$ cat config.mk
export PLATFORM = sky130hd
export DESIGN_NAME = ins_loader_flat
export DESIGN_NICKNAME = d
export VERILOG_FILES = /design/src/rtl/ins_pkg.sv /design/src/rtl/ins_loader_if.sv /design/src/rtl/byte_packer.sv /design/src/rtl/ins_loader.sv /design/src/flat_wrapper.sv
export SDC_FILE = /design/constraint.sdc
export NUM_CORES = 1
export LEC_CHECK = 0
export BUFFER_PORTS_ARGS = -buffer_cell sky130_fd_sc_hd__buf_4
export CORE_MARGIN = 2
export CORE_UTILIZATION = 40
export DETAILED_ROUTE_END_ITERATION = 8
export HOLD_SLACK_MARGIN = 0.06
export PLACE_DENSITY = 0.73
export SLEW_MARGIN = 20
export SYNTH_ARGS = -nofsm -noshare
export SYNTH_HDL_FRONTEND = slang
export SYNTH_SLANG_ARGS = --single-unit
export TNS_END_PERCENT = 10
$ cat constraint.sdc
create_clock -name clk_i -period 5.3 [get_ports clk_i]
set_input_delay 0 -clock clk_i [delete_from_list [all_inputs] [get_ports clk_i]]
set_output_delay 0 -clock clk_i [all_outputs]
set_load 0.01 [all_outputs]
$ cat src/rtl/ins_pkg.sv
// Shared constants and FSM encoding for the instruction-buffer loader.
package ins_pkg;

    localparam int unsigned Depth = 128;
    localparam int unsigned AddrW = 7;
    localparam int unsigned CntW  = AddrW + 1;

    // ADDI x0,x0,0
    localparam logic [31:0] NopWord = 32'h0000_0013;

    typedef enum logic [1:0] {
        StIdle  = 2'd0,
        StClear = 2'd1,
        StLoad  = 2'd2,
        StDone  = 2'd3
    } ld_state_e;

endpackage

$ cat src/rtl/ins_loader_if.sv
// Byte-stream input and buffer write port of the loader, grouped as one bundle.
interface ins_loader_if
    import ins_pkg::*;
();

    logic             byte_valid;
    logic [7:0]       byte_data;
    logic             byte_ready;
    logic             wr_en;
    logic [AddrW-1:0] wr_addr;
    logic [31:0]      wr_data;

    // Master is the loader: it consumes the byte stream and drives the buffer write port.
    modport master (
        input  byte_valid,
        input  byte_data,
        output byte_ready,
        output wr_en,
        output wr_addr,
        output wr_data
    );

    modport slave (
        output byte_valid,
        output byte_data,
        input  byte_ready,
        input  wr_en,
        input  wr_addr,
        input  wr_data
    );

endinterface

$ cat src/rtl/byte_packer.sv
// Assembles four little-endian bytes into a 32-bit word; flags the word on the 4th byte.
module byte_packer (
    input  logic        clk_i,
    input  logic        rst_ni,
    input  logic        clear_i,
    input  logic        valid_i,
    input  logic [7:0]  data_i,
    output logic        word_valid_o,
    output logic [31:0] word_o
);

    logic [1:0]  lane_q, lane_d;
    logic [23:0] asm_q, asm_d;

    always_comb begin
        lane_d = lane_q;
        asm_d  = asm_q;
        if (clear_i) begin
            lane_d = 2'd0;
            asm_d  = 24'd0;
        end else if (valid_i) begin
            lane_d = lane_q + 2'd1;
            unique case (lane_q)
                2'd0:    asm_d[7:0]   = data_i;
                2'd1:    asm_d[15:8]  = data_i;
                2'd2:    asm_d[23:16] = data_i;
                default: ;
            endcase
        end
    end

    always_ff @(posedge clk_i or negedge rst_ni) begin
        if (!rst_ni) begin
            lane_q <= 2'd0;
            asm_q  <= 24'd0;
        end else begin
            lane_q <= lane_d;
            asm_q  <= asm_d;
        end
    end

    // The top byte bypasses the register so the word is complete in the 4th-byte cycle.
    assign word_valid_o = valid_i & ~clear_i & (lane_q == 2'd3);
    assign word_o       = {data_i, asm_q};

endmodule

$ cat src/rtl/ins_loader.sv
// Clears the instruction buffer to NOP, then writes a byte-streamed program into it.
module ins_loader
    import ins_pkg::*;
(
    input  logic            clk_i,
    input  logic            rst_ni,
    input  logic            start_i,
    input  logic [31:0]     base_i,
    input  logic [CntW-1:0] num_words_i,
    ins_loader_if.master    bus_io,
    output logic [31:0]     pc_base_o,
    output logic            busy_o,
    output logic            done_o,
    output logic            err_overflow_o,
    output logic            err_align_o
);

    ld_state_e        state_q, state_d;
    logic [AddrW-1:0] clr_cnt_q, clr_cnt_d;
    logic [CntW-1:0]  word_cnt_q, word_cnt_d;
    logic [CntW-1:0]  target_q, target_d;
    logic [31:0]      base_q, base_d;
    logic             err_ovf_q, err_ovf_d;
    logic             err_align_q, err_align_d;
    logic             wr_en_q, wr_en_d;
    logic [AddrW-1:0] wr_addr_q, wr_addr_d;
    logic [31:0]      wr_data_q, wr_data_d;

    logic             start_acc;
    logic             byte_hs;
    logic             word_valid;
    logic [31:0]      word;

    assign start_acc = start_i & ((state_q == StIdle) | (state_q == StDone));
    assign byte_hs   = bus_io.byte_valid & (state_q == StLoad);

    byte_packer u_packer (
        .clk_i        (clk_i),
        .rst_ni       (rst_ni),
        .clear_i      (start_acc),
        .valid_i      (byte_hs),
        .data_i       (bus_io.byte_data),
        .word_valid_o (word_valid),
        .word_o       (word)
    );

    always_comb begin
        state_d     = state_q;
        clr_cnt_d   = clr_cnt_q;
        word_cnt_d  = word_cnt_q;
        target_d    = target_q;
        base_d      = base_q;
        err_ovf_d   = err_ovf_q;
        err_align_d = err_align_q;
        wr_en_d     = 1'b0;
        wr_addr_d   = wr_addr_q;
        wr_data_d   = wr_data_q;

        unique case (state_q)
            StIdle, StDone: begin
                if (start_acc) begin
                    state_d     = StClear;
                    base_d      = {base_i[31:2], 2'b00};
                    err_align_d = |base_i[1:0];
                    err_ovf_d   = num_words_i > CntW'(Depth);
                    target_d    = (num_words_i > CntW'(Depth)) ? CntW'(Depth) : num_words_i;
                    clr_cnt_d   = '0;
                    word_cnt_d  = '0;
                end
            end
            StClear: begin
                wr_en_d   = 1'b1;
                wr_addr_d = clr_cnt_q;
                wr_data_d = NopWord;
                clr_cnt_d = clr_cnt_q + AddrW'(1);
                if (clr_cnt_q == AddrW'(Depth - 1)) begin
                    state_d = (target_q == '0) ? StDone : StLoad;
                end
            end
            StLoad: begin
                if (word_valid && (word_cnt_q < target_q)) begin
                    wr_en_d    = 1'b1;
                    wr_addr_d  = word_cnt_q[AddrW-1:0];
                    wr_data_d  = word;
                    word_cnt_d = word_cnt_q + CntW'(1);
                    if (word_cnt_q == target_q - CntW'(1)) begin
                        state_d = StDone;
                    end
                end
            end
            default: state_d = StIdle;
        endcase
    end

    always_ff @(posedge clk_i or negedge rst_ni) begin
        if (!rst_ni) begin
            state_q <= StIdle;
        end else begin
            state_q <= state_d;
        end
    end

    always_ff @(posedge clk_i or negedge rst_ni) begin
        if (!rst_ni) begin
            clr_cnt_q   <= '0;
            word_cnt_q  <= '0;
            target_q    <= '0;
            base_q      <= '0;
            err_ovf_q   <= 1'b0;
            err_align_q <= 1'b0;
            wr_en_q     <= 1'b0;
            wr_addr_q   <= '0;
            wr_data_q   <= '0;
        end else begin
            clr_cnt_q   <= clr_cnt_d;
            word_cnt_q  <= word_cnt_d;
            target_q    <= target_d;
            base_q      <= base_d;
            err_ovf_q   <= err_ovf_d;
            err_align_q <= err_align_d;
            wr_en_q     <= wr_en_d;
            wr_addr_q   <= wr_addr_d;
            wr_data_q   <= wr_data_d;
        end
    end

    assign bus_io.byte_ready = (state_q == StLoad);
    assign bus_io.wr_en      = wr_en_q;
    assign bus_io.wr_addr    = wr_addr_q;
    assign bus_io.wr_data    = wr_data_q;

    assign pc_base_o      = base_q;
    assign busy_o         = (state_q == StClear) | (state_q == StLoad);
    assign done_o         = (state_q == StDone);
    assign err_overflow_o = err_ovf_q;
    assign err_align_o    = err_align_q;

endmodule

$ cat src/flat_wrapper.sv
// flat-port wrapper written by rule: the top's interface ports become plain ports
module ins_loader_flat import ins_pkg::*;
  (clk_i, rst_ni, start_i, base_i, num_words_i, pc_base_o, busy_o, done_o, err_overflow_o, err_align_o, bus_io_byte_valid, bus_io_byte_data, bus_io_byte_ready, bus_io_wr_en, bus_io_wr_addr, bus_io_wr_data);
  ins_loader_if bus_io_i ();
  input  logic clk_i;
  input  logic rst_ni;
  input  logic start_i;
  input  logic [31:0] base_i;
  input  logic [CntW-1:0] num_words_i;
  output logic [31:0] pc_base_o;
  output logic busy_o;
  output logic done_o;
  output logic err_overflow_o;
  output logic err_align_o;
  input wire logic [$bits(bus_io_i.byte_valid)-1:0] bus_io_byte_valid;
  input wire logic [$bits(bus_io_i.byte_data)-1:0] bus_io_byte_data;
  output wire logic [$bits(bus_io_i.byte_ready)-1:0] bus_io_byte_ready;
  output wire logic [$bits(bus_io_i.wr_en)-1:0] bus_io_wr_en;
  output wire logic [$bits(bus_io_i.wr_addr)-1:0] bus_io_wr_addr;
  output wire logic [$bits(bus_io_i.wr_data)-1:0] bus_io_wr_data;
  assign bus_io_i.byte_valid = bus_io_byte_valid;
  assign bus_io_i.byte_data = bus_io_byte_data;
  assign bus_io_byte_ready = bus_io_i.byte_ready;
  assign bus_io_wr_en = bus_io_i.wr_en;
  assign bus_io_wr_addr = bus_io_i.wr_addr;
  assign bus_io_wr_data = bus_io_i.wr_data;
  ins_loader u_core (.clk_i(clk_i), .rst_ni(rst_ni), .start_i(start_i), .base_i(base_i), .num_words_i(num_words_i), .bus_io(bus_io_i), .pc_base_o(pc_base_o), .busy_o(busy_o), .done_o(done_o), .err_overflow_o(err_overflow_o), .err_align_o(err_align_o));
endmodule
==> After elaboration in Yosys (flattened, before gate mapping) <==
Cells that the tools add are included.
{ "word_totals": {"regBits": 123, "output_inout_bits": 77, "wordCells": 85} }
{ "classes": {"add_sub_neg": 4, "order_cmp": 2, "eq_ne": 12, "n_mux": 25, "n_bitwise": 7, "n_reduce_logical": 21} }
{ "op_table": {"columns": ["cell", "count"], "rows": [
  ["$pmux 32 s2", 1],
  ["$mux 24", 2],
  ["$mux 8", 6],
  ["$mux 32", 1],
  ["$pmux 7 s2", 2],
  ["$pmux 8 s2", 1],
  ["$mux 7", 2],
  ["$reduce_bool 2->1", 7],
  ["$mux 2", 6],
  ["$reduce_and 2->1", 6],
  ["$add 8x1->8 const B", 1],
  ["$eq 2x2->1 const B", 4],
  ["$eq 8x8->1", 1],
  ["$gt 8x8->1 const B", 1],
  ["$logic_not 8->1", 1],
  ["$lt 8x8->1", 1],
  ["$sub 8x1->8 const B", 1],
  ["$add 7x1->7 const B", 1],
  ["$eq 7x7->1 const B", 1],
  ["$ne 2x1->1 const B", 3],
  ["$pmux 2 s3", 1],
  ["$and 1x1->1", 4],
  ["$eq 2x1->1 const B", 2],
  ["$logic_not 2->1", 2],
  ["10 further kinds", 13]
]} }

==> Logic depth before layout (Yosys ltp) <==
Gate-level depths: netlist of the first run.
{ "logic_depth": {"depth_word": 9, "ltp_mapped": 9, "depth_no_buf": 8} }

==> Cells and area by module <==
From an unflattened synthesis of the first run, not the netlist that was laid out.
{ "unflattened": {"cells_unflattened": 510, "hier_area_um2": 5806.8} }
{ "by_module_without_submodules": {"columns": ["mod", "n_inst", "cells_each", "area_each_um2"], "rows": [
  ["ins_loader", 1, 401, 4505.6],
  ["byte_packer", 1, 109, 1301.2]
]} }

==> Least setup slack after synthesis of the first run <==
No wires, ideal clock.
{ "synth_timing": {"path_type": "register to register", "start": "reg u_core.state_q[0]", "end": "reg u_core.state_q[1]", "t_arrival_ns": 2.057, "required_time_ns": 5.173, "setup_slack_ns": 3.117, "stages_incl_launch_ff": 10, "path_buffers": 1, "synth_period_minus_slack_ns": 2.183, "path_cell_list": "dfrtp_1 -> inv_1 -> ha_1 -> buf_6 -> and2_4 -> a2111oi_4 -> inv_2 -> nor4_1 -> nor2_1 -> nand3b_1"} }
{ "synth_between": {"elab_chain_len": 9, "word_cells_on_any_way": 18} }
{ "synth_lines": {"columns": ["element", "line", "rtl"], "rows": [
  ["start: declaration", "ins_loader.sv:18", "ld_state_e state_q, state_d;"],
  ["start signal: assignment", "ins_loader.sv:97", "state_q <= StIdle;"],
  ["start signal: assignment", "ins_loader.sv:99", "state_q <= state_d;"],
  ["$eq 2x2->1 or $logic_not 2->1 (tied branches)", "ins_loader.sv:34, ins_loader.sv:59", null],
  ["$or 1x1->1", "ins_loader.sv:34", "assign start_acc = start_i & ((state_q == StIdle) | (state_q == StDone));"],
  ["$and 1x1->1", "ins_loader.sv:34", null],
  ["$not 1->1", "byte_packer.sv:43", "assign word_valid_o = valid_i & ~clear_i & (lane_q == 2'd3);"],
  ["$and 1x1->1 (2 in a row)", "byte_packer.sv:43", null],
  ["$logic_and 1x1->1", "ins_loader.sv:81", "if (word_valid && (word_cnt_q < target_q)) begin"],
  ["$ne 2x1->1 (no line)", null, null],
  ["$reduce_and 4->1 (no line)", null, null]
]} }
Several ways; a longest one is shown, not always the timed one.
A chain may end at the register's enable or synchronous reset.

==> Worst setup path in the final report of the first run <==
{ "layout_timing": {"start": "reg u_core.state_q[0]", "end": "reg u_core.word_cnt_q[2]"} }
{ "layout_between": {"elab_chain_len": 9, "word_cells_on_any_way": 16} }
{ "layout_lines": {"columns": ["element", "line", "rtl"], "rows": [
  ["$eq 2x2->1 or $logic_not 2->1 (tied branches)", "ins_loader.sv:34, ins_loader.sv:59", null],
  ["$or 1x1->1", "ins_loader.sv:34", null],
  ["$and 1x1->1", "ins_loader.sv:34", null],
  ["$not 1->1", "byte_packer.sv:43", null],
  ["$and 1x1->1 (2 in a row)", "byte_packer.sv:43", null],
  ["$logic_and 1x1->1", "ins_loader.sv:81", null],
  ["$ne 2x1->1 (no line)", null, null],
  ["$reduce_and 3->1 (no line)", null, null],
  ["end signal: assignment", "ins_loader.sv:116", "word_cnt_q <= word_cnt_d;"],
  ["end: declaration", "ins_loader.sv:20", "logic [CntW-1:0] word_cnt_q, word_cnt_d;"]
]} }
Several ways; a longest one is shown, not always the timed one.

==> parameters.txt, run 1 <==
Parameter                              Value

Clock network
  Maximum clock insertion buffer count    2
  Clock Sinks    around 120
  Number of buffers inserted for hold repair after clock tree synthesis    56
  TritonCTS clock tree    yes
  Number of buffers created by CTS    17
  Setup Fix Bufs, Post-CTS    0
  Clock latency on the worst-skew pair    0.42 ns
  Clock root cell    clkbuf_16
  Clock-pin slew on the worst setup and hold paths    0.05 ns
  Resize count post-CTS    0
  CTS H-Tree Depth    4

Finish
  Ratio of cells with drive above 1 in the final layout    23.3%
  Final Cell Area    7810 µm²
  Count of inserted antenna diode cells    0
  Fillcell total    1,161
  Area used by sequential logic in the layout    3080 µm²
  Nets@finish    792
  Area Overhead vs Synth    39.7%
  Area of the multi-input gates    2310 µm²

Logic synthesis
  Library cell occupying the most area in the post-synthesis netlist    dfrtp_1
  Most frequent cell after synthesis    dfrtp_1
  Area fraction of the dominant cell type after synthesis    between 50% and 60%
  Sequential element share of the synthesized area    about 55%
  Unique cell type count in the Yosys netlist    55
  Mapped cell area    roughly 5600 µm²
  Number of warnings issued by yosys    0
  Main synth FF type    dfrtp_1
  Number of flip-flops and latches in the synthesized netlist    123
  Number of enable flip-flop cells after synthesis    0
  Synth async-reset ratio    100%
  Mean instance size in the synthesized netlist    10.2 µm²
  Commonest cells in the synthesized netlist    dfrtp_1, nand2_1, nor2_1
  Number of cells produced by synthesis    approximately 550
  Synth top area cells    dfrtp_1, nand2_1, mux2i_1

Pwr
  Total power    4.37 mW
  Maximum ir drop on the vdd rail    ~0.00029 V
  Power Dens Cells    roughly 560 nW/µm²
  Leakage    roughly 4 nW

STA
  Part of the cycle the worst path needs    60.4%
  Tmin final    3.20 ns
  Post-Route Skew    0.00736 ns
  Final TNS setup    0 ns
  Setup violators final    0
  Setup repair after global routing missed its margin    false
  Maximum frequency from static timing analysis    313 MHz
  Final-report max-slew violation count    0
  Rel. slew slack    between 30% and 40%
  Slew at the pin closest to its max-slew limit    around 0.94 ns
  Final-report hold violation count    0

Global routing
  Maximum number of pins on one net before global-route repair    76
  Global-route wire length before repair    24.8 mm
  Total congestion overflow    0
  Antenna violations before repair    0
  Vias in the first global route    5,032
  Global-route total usage across every layer    21.2%

Detailed routing
  Final wirelength    15.2 mm
  Total vias in the final route    4,813
  Vias per inst    5.26
  Average wire per cell in the routed design    16.6 µm
  Detailed-route DRC error count    0
  Pre-antenna DRT Iters    4
  Detailed Route Iter0 Violations    275
  Post-route antenna net violation count    0

Floorplan
  Num rows    43
  I/O pins    about 130
  Total Die Area    14,900 µm²
  Starting Density    between 40% and 50%
  Core Region    13,800 µm²
  Height of the chip    122 µm
  Chip width    122 µm

Job
  Max-capacitance violation count    0

Setup path
  Crit end category    flop
  WS Path Type    reg2reg
  Critical path required time    5.60 ns
  Peak fanout along the critical path    31
  Startpoint Class    flop
  Data arrival, critical path    3.50 ns
  Crit Reg-Reg Startpoint    u_core.state_q[0]$_DFFE_PN0P_
  Worst Setup SP    u_core.state_q[0]$_DFFE_PN0P_

Hold path
  Worst min-delay path category    in2async

Placed design
  Half-perimeter wire length after detailed placement    9.41 mm
  Placer Congestion    0.909
  Count of input and output buffers    126
  DP Area    about 6700 µm²

Outcome
  Result of the run    finished, final reports clean
[kinds of logic after synthesis]
family	share of synthesized area, %
AO/OA/AOI/OAI	12.9
adder cells (fa/ha/maj)	4.03
flip-flops	55.0
AND/OR/NAND/NOR	16.2
multiplexers	6.47
XOR/XNOR	1.57
buffers and inverters	3.80
other	0.0671
[flip-flops by register name (all words and copies together) (netlist names)]
name                    cells
u_core.err_align_o          1
u_core.err_overflow_o       1
u_core.u_packer.lane_q      2
u_core.pc_base_o           30
u_core.u_packer.asm_q      24
u_core.bus_io.wr_data      32
u_core.clr_cnt_q            7
u_core.bus_io.wr_addr       7
u_core.word_cnt_q           8
u_core.bus_io.wr_en         1
u_core.state_q              2
u_core.target_q             8
[per-layer routing]
layer  wire length, µm  GRT usage [%]  part of all wire (%)
met5                 0              0                     0
met4               425           10.3                   2.8
met3               733           5.34                   4.8
met2              7730           34.6                    51
met1              6350           26.4                    42
[power breakdown]
group | internal (mW) | switching, mW
clock network | 0.714 | 0.414
registers | 1.25 | 0.257
logic | 0.743 | 0.997
total | 2.70 | 1.67
[worst paths after layout]
| path | to | slack [ns] | cells after the start |
|---|---|---|---|
| max | u_core.word_cnt_q[2]$_DFFE_PN0P_ | 2.10 | 9 |
| min | u_core.bus_io.wr_addr[3]$_DFFE_PN0P_ | 0.19 | 2 |
| max reg2reg | u_core.word_cnt_q[2]$_DFFE_PN0P_ | 2.10 | 9 |
| min reg2reg | u_core.pc_base_o[13]$_DFFE_PN0P_ | 0.47 | 2 |
| max in group asynchronous | u_core.bus_io.wr_data[2]$_DFFE_PN0P_ | 3.77 | 3 |
| min in group clk_i | u_core.pc_base_o[25]$_DFFE_PN0P_ | 0.32 | 4 |
[cell usage in the layout, fill, tap and decap left out, types with 2 or more instances in the layout]
cell           Yosys  layout
buf_4              2     129
dfrtp_1          123     123
nand2_1          117     116
dlygate4sd3_1      0      56
nor2_1            45      44
mux2i_1           35      35
a22o_1            30      30
o21ai_0           26      26
inv_1             21      21
ha_1              18      18
clkbuf_16          0      17
nand3_1           11      11
a21oi_1           10      10
nor3_1             8       8
nand3b_1           8       8
nand4_1            6       6
xor2_1             5       5
xnor2_1            5       5
clkinv_2           0       5
nand2b_1           4       4
o22ai_1            3       3
o22a_1             3       3
nand2_2            1       2
a41oi_1            2       2
a32o_1             2       2
nor4_1             2       2
o41ai_1            2       2
and3_1             2       2
a31oi_1            2       2
conb_1             1       2
clkbuf_8           0       2
clkbuf_1          21       2
bufinv_16          0       2
clkinv_4           0       2
[stage by stage]
stage | utilization (%) | hold WS [ns] | std cells | setup WS [ns]
6_report | 56.7 | 0.191 | 915 | 2.10
5_1_grt | 56.7 | 0.256 | 915 | 1.87
4_1_cts | 56.7 | 0.226 | 915 | 2.15
3_5_place_dp | 48.4 | 0.107 | 827 | 2.14
3_3_place_gp | 48.4 | 0.0955 | 827 | 2.41
2_1_floorplan | - | -0.296 | 547 | 3.12
[cell type report]
class | count | area share, %
well taps | 180 | 2.88
clock buffers | 21 | 5.90
inverters | 22 | 1.06
flip-flops and latches | 123 | 39.4
clock inverters | 11 | 1.52
multi-input cells | 373 | 29.6
repair buffers | 185 | 19.6
[worst max-delay path: stages (launching register included)]
cell and delay [ns]:
dfrtp_1 0.41, inv_1 0.10, ha_1 0.78, nand2_2 0.21, a2111oi_4 0.51, inv_2 0.14
nor2_2 0.10, buf_4 0.33, a31oi_1 0.15, o32ai_1 0.34
Note: power is estimated with default switching activity, not from simulation.
==> inputs of run 2 (changes only) <==
--- a/config.mk
+++ b/config.mk
@@ -10,7 +10,7 @@
 export CORE_UTILIZATION = 40
 export DETAILED_ROUTE_END_ITERATION = 8
 export HOLD_SLACK_MARGIN = 0.06
-export PLACE_DENSITY = 0.73
+export PLACE_DENSITY = 0.76
 export SLEW_MARGIN = 20
 export SYNTH_ARGS = -nofsm -noshare
 export SYNTH_HDL_FRONTEND = slang
==> constraint.sdc (replaced) <==
create_clock -name clk_i -period 2.9 [get_ports clk_i]
set_input_delay 0 -clock clk_i [delete_from_list [all_inputs] [get_ports clk_i]]
set_output_delay 0 -clock clk_i [all_outputs]
set_load 0.01 [all_outputs]
==> parameters.txt, run 2 (synthesized netlist as in run 1, its figures left out) <==
Parameter                              Value

Outcome
  Result of the run    finished, final reports clean

Floorplan
  I/O pins    about 130
  Core Region    13,800 µm²
  Num rows    43
  Chip width    around 120 µm
  Height of the chip    122 µm
  Starting Density    40.6%
  Total Die Area    between 10,000 and 15,000 µm²

Placed design
  Half-perimeter wire length after detailed placement    9.81 mm
  Worst-case setup slack after placement    0.504 ns
  Count of input and output buffers    126
  Placer Congestion    0.922
  DP Area    6740 µm²

Pwr
  Share of power burned in the clock network    24.7%
  Total power    8.00 mW
  Net switching component of the power    3.10 mW
  Leakage    3.98 nW
  Maximum ir drop on the vdd rail    0.000455 V
  Combinational power share    between 40% and 50%
  Switch share    ~39%
  Part of the power in registers    33.8%
  Internal cell power    4.90 mW
  Power Dens Cells    1020 nW/µm²

Detailed routing
  Post-route antenna net violation count    0
  Final wirelength    15.4 mm
  Vias per inst    5.27
  Pre-antenna DRT Iters    5
  Total vias in the final route    ~4,900
  Average wire per cell in the routed design    16.6 µm
  Detailed Route Iter0 Violations    around 260
  Detailed-route DRC error count    0

Finish
  Most frequent cells in the layout    buf_4, dfrtp_1, nand2_1
  Area Overhead vs Synth    40.7%
  Nets@finish    801
  Final Cell Area    ~7900 µm²
  Ratio of cells with drive above 1 in the final layout    24.1%
  Count of inserted antenna diode cells    0
  Most common library cell in the layout ignoring fill and taps    buf_4
  Flip-flop count of the largest register, all copies and words added    32

Clock network
  Clock Sinks    around 120
  CTS H-Tree Depth    4
  Setup Fix Bufs, Post-CTS    0
  Number of buffers created by CTS    17
  TritonCTS clock tree    yes
  Clock latency on the worst-skew pair    0.41 ns
  Clock-pin slew on the worst setup and hold paths    0.06 ns
  Maximum clock insertion buffer count    2
  Clock root cell    clkbuf_16

Global routing
  Vias in the first global route    4,831
  Global-route wire length before repair    roughly 24 mm
  Global-route total usage across every layer    21.2%
  Maximum number of pins on one net before global-route repair    74
  Antenna violations before repair    0
  Total congestion overflow    0

STA
  Tmin final    2.62 ns
  Maximum frequency from static timing analysis    382 MHz
  Slew at the pin closest to its max-slew limit    0.846 ns
  Rel. slew slack    43.6%
  Part of the cycle the worst path needs    90.3%
  Slack of the critical path    ~0.28 ns
  Setup repair after global routing missed its margin    false
  Final TNS setup    0 ns
  Final-report hold violation count    0
  Final-report max-slew violation count    0
  Final worst hold slack    0.249 ns
  Setup violators final    0
  Post-Route Skew    approximately 0.010 ns

Setup path
  Data arrival, critical path    between 2 and 3 ns
  Startpoint Class    flop
  Crit end category    flop
  Peak fanout along the critical path    73
  WS Path Type    reg2reg
  Critical R2R Capture    u_core.err_align_o$_DFFE_PN0P_
  Reg-to-reg setup timing slack    0.28 ns
  Worst Reg2Reg Path Length in Cells    7
  Critical path required time    3.25 ns
  Crit Reg-Reg Startpoint    u_core.state_q[0]$_DFFE_PN0P_

Hold path
  Worst min-delay path category    in2async

Job
  Max-capacitance violation count    0
[run 2: what timing repair did]
item	CTS	global route
resized for setup	0	0
endpoints found under the hold margin	141	0
hold buffers	57	0
setup endpoints to repair	0	0
[run 2: how the worst max path moves through the flow]
stage                                  start  slack, ns                              to
2_1_floorplan  u_core.state_q[0]$_DFFE_PN0P_       0.72   u_core.state_q[1]$_DFFE_PN0P_
3_3_place_gp   u_core.state_q[0]$_DFFE_PN0P_       0.54   u_core.state_q[1]$_DFFE_PN0P_
3_5_place_dp   u_core.state_q[0]$_DFFE_PN0P_       0.50   u_core.state_q[1]$_DFFE_PN0P_
4_1_cts        u_core.state_q[0]$_DFFE_PN0P_       0.27  u_core.err_align_o$_DFFE_PN0P_
5_1_grt        u_core.state_q[0]$_DFFE_PN0P_       0.09  u_core.err_align_o$_DFFE_PN0P_
6_report       u_core.state_q[0]$_DFFE_PN0P_       0.28  u_core.err_align_o$_DFFE_PN0P_
[run 2: layer usage]
layer / track usage, % / up-vias / share of wire, %
li1: - / 2262 / -
met1: 26.5 / 2404 / 41
met2: 36.1 / 181 / 53
met3: 4.83 / 20 / 4.9
met4: 7.90 / 0 / 1.7
met5: 0 / - / 0
[run 2: area by class of cell]
class	instances	area, µm²
fill	1146	5900
multi-input combinational	373	2310
sequential	123	3080
timing repair buffer	194	1610
tap	180	225
inverter	22	82.6
clock buffer	19	443
clock inverter	13	118
[run 2: stage by stage]
stage / cells / util, %
after global routing: 924 / 57.1
after floorplan: 547 / -
after CTS: 924 / 57.1
after global placement: 835 / 48.9
after detailed placement: 835 / 48.9
final: 924 / 57.1
[run 2: power by group through the flow]
stage                     Combinational, mW  Sequential [mW]  Clock [mW]
after floorplan                        1.85             2.78           0
after global placement                 3.10             2.67           0
after detailed placement               3.22             2.70           0
after CTS                              3.31             2.69        2.02
after global routing                   3.66             2.77        2.09
final                                  3.32             2.70        1.98
[run 2: worst max-delay path: stages (launching register included)]
cell,delay (ns)
dfrtp_1,0.40
inv_1,0.08
ha_1,0.41
and2_4,0.21
buf_4,0.59
o21ai_0,0.18
dlygate4sd3_1,0.59
nand2_1,0.07
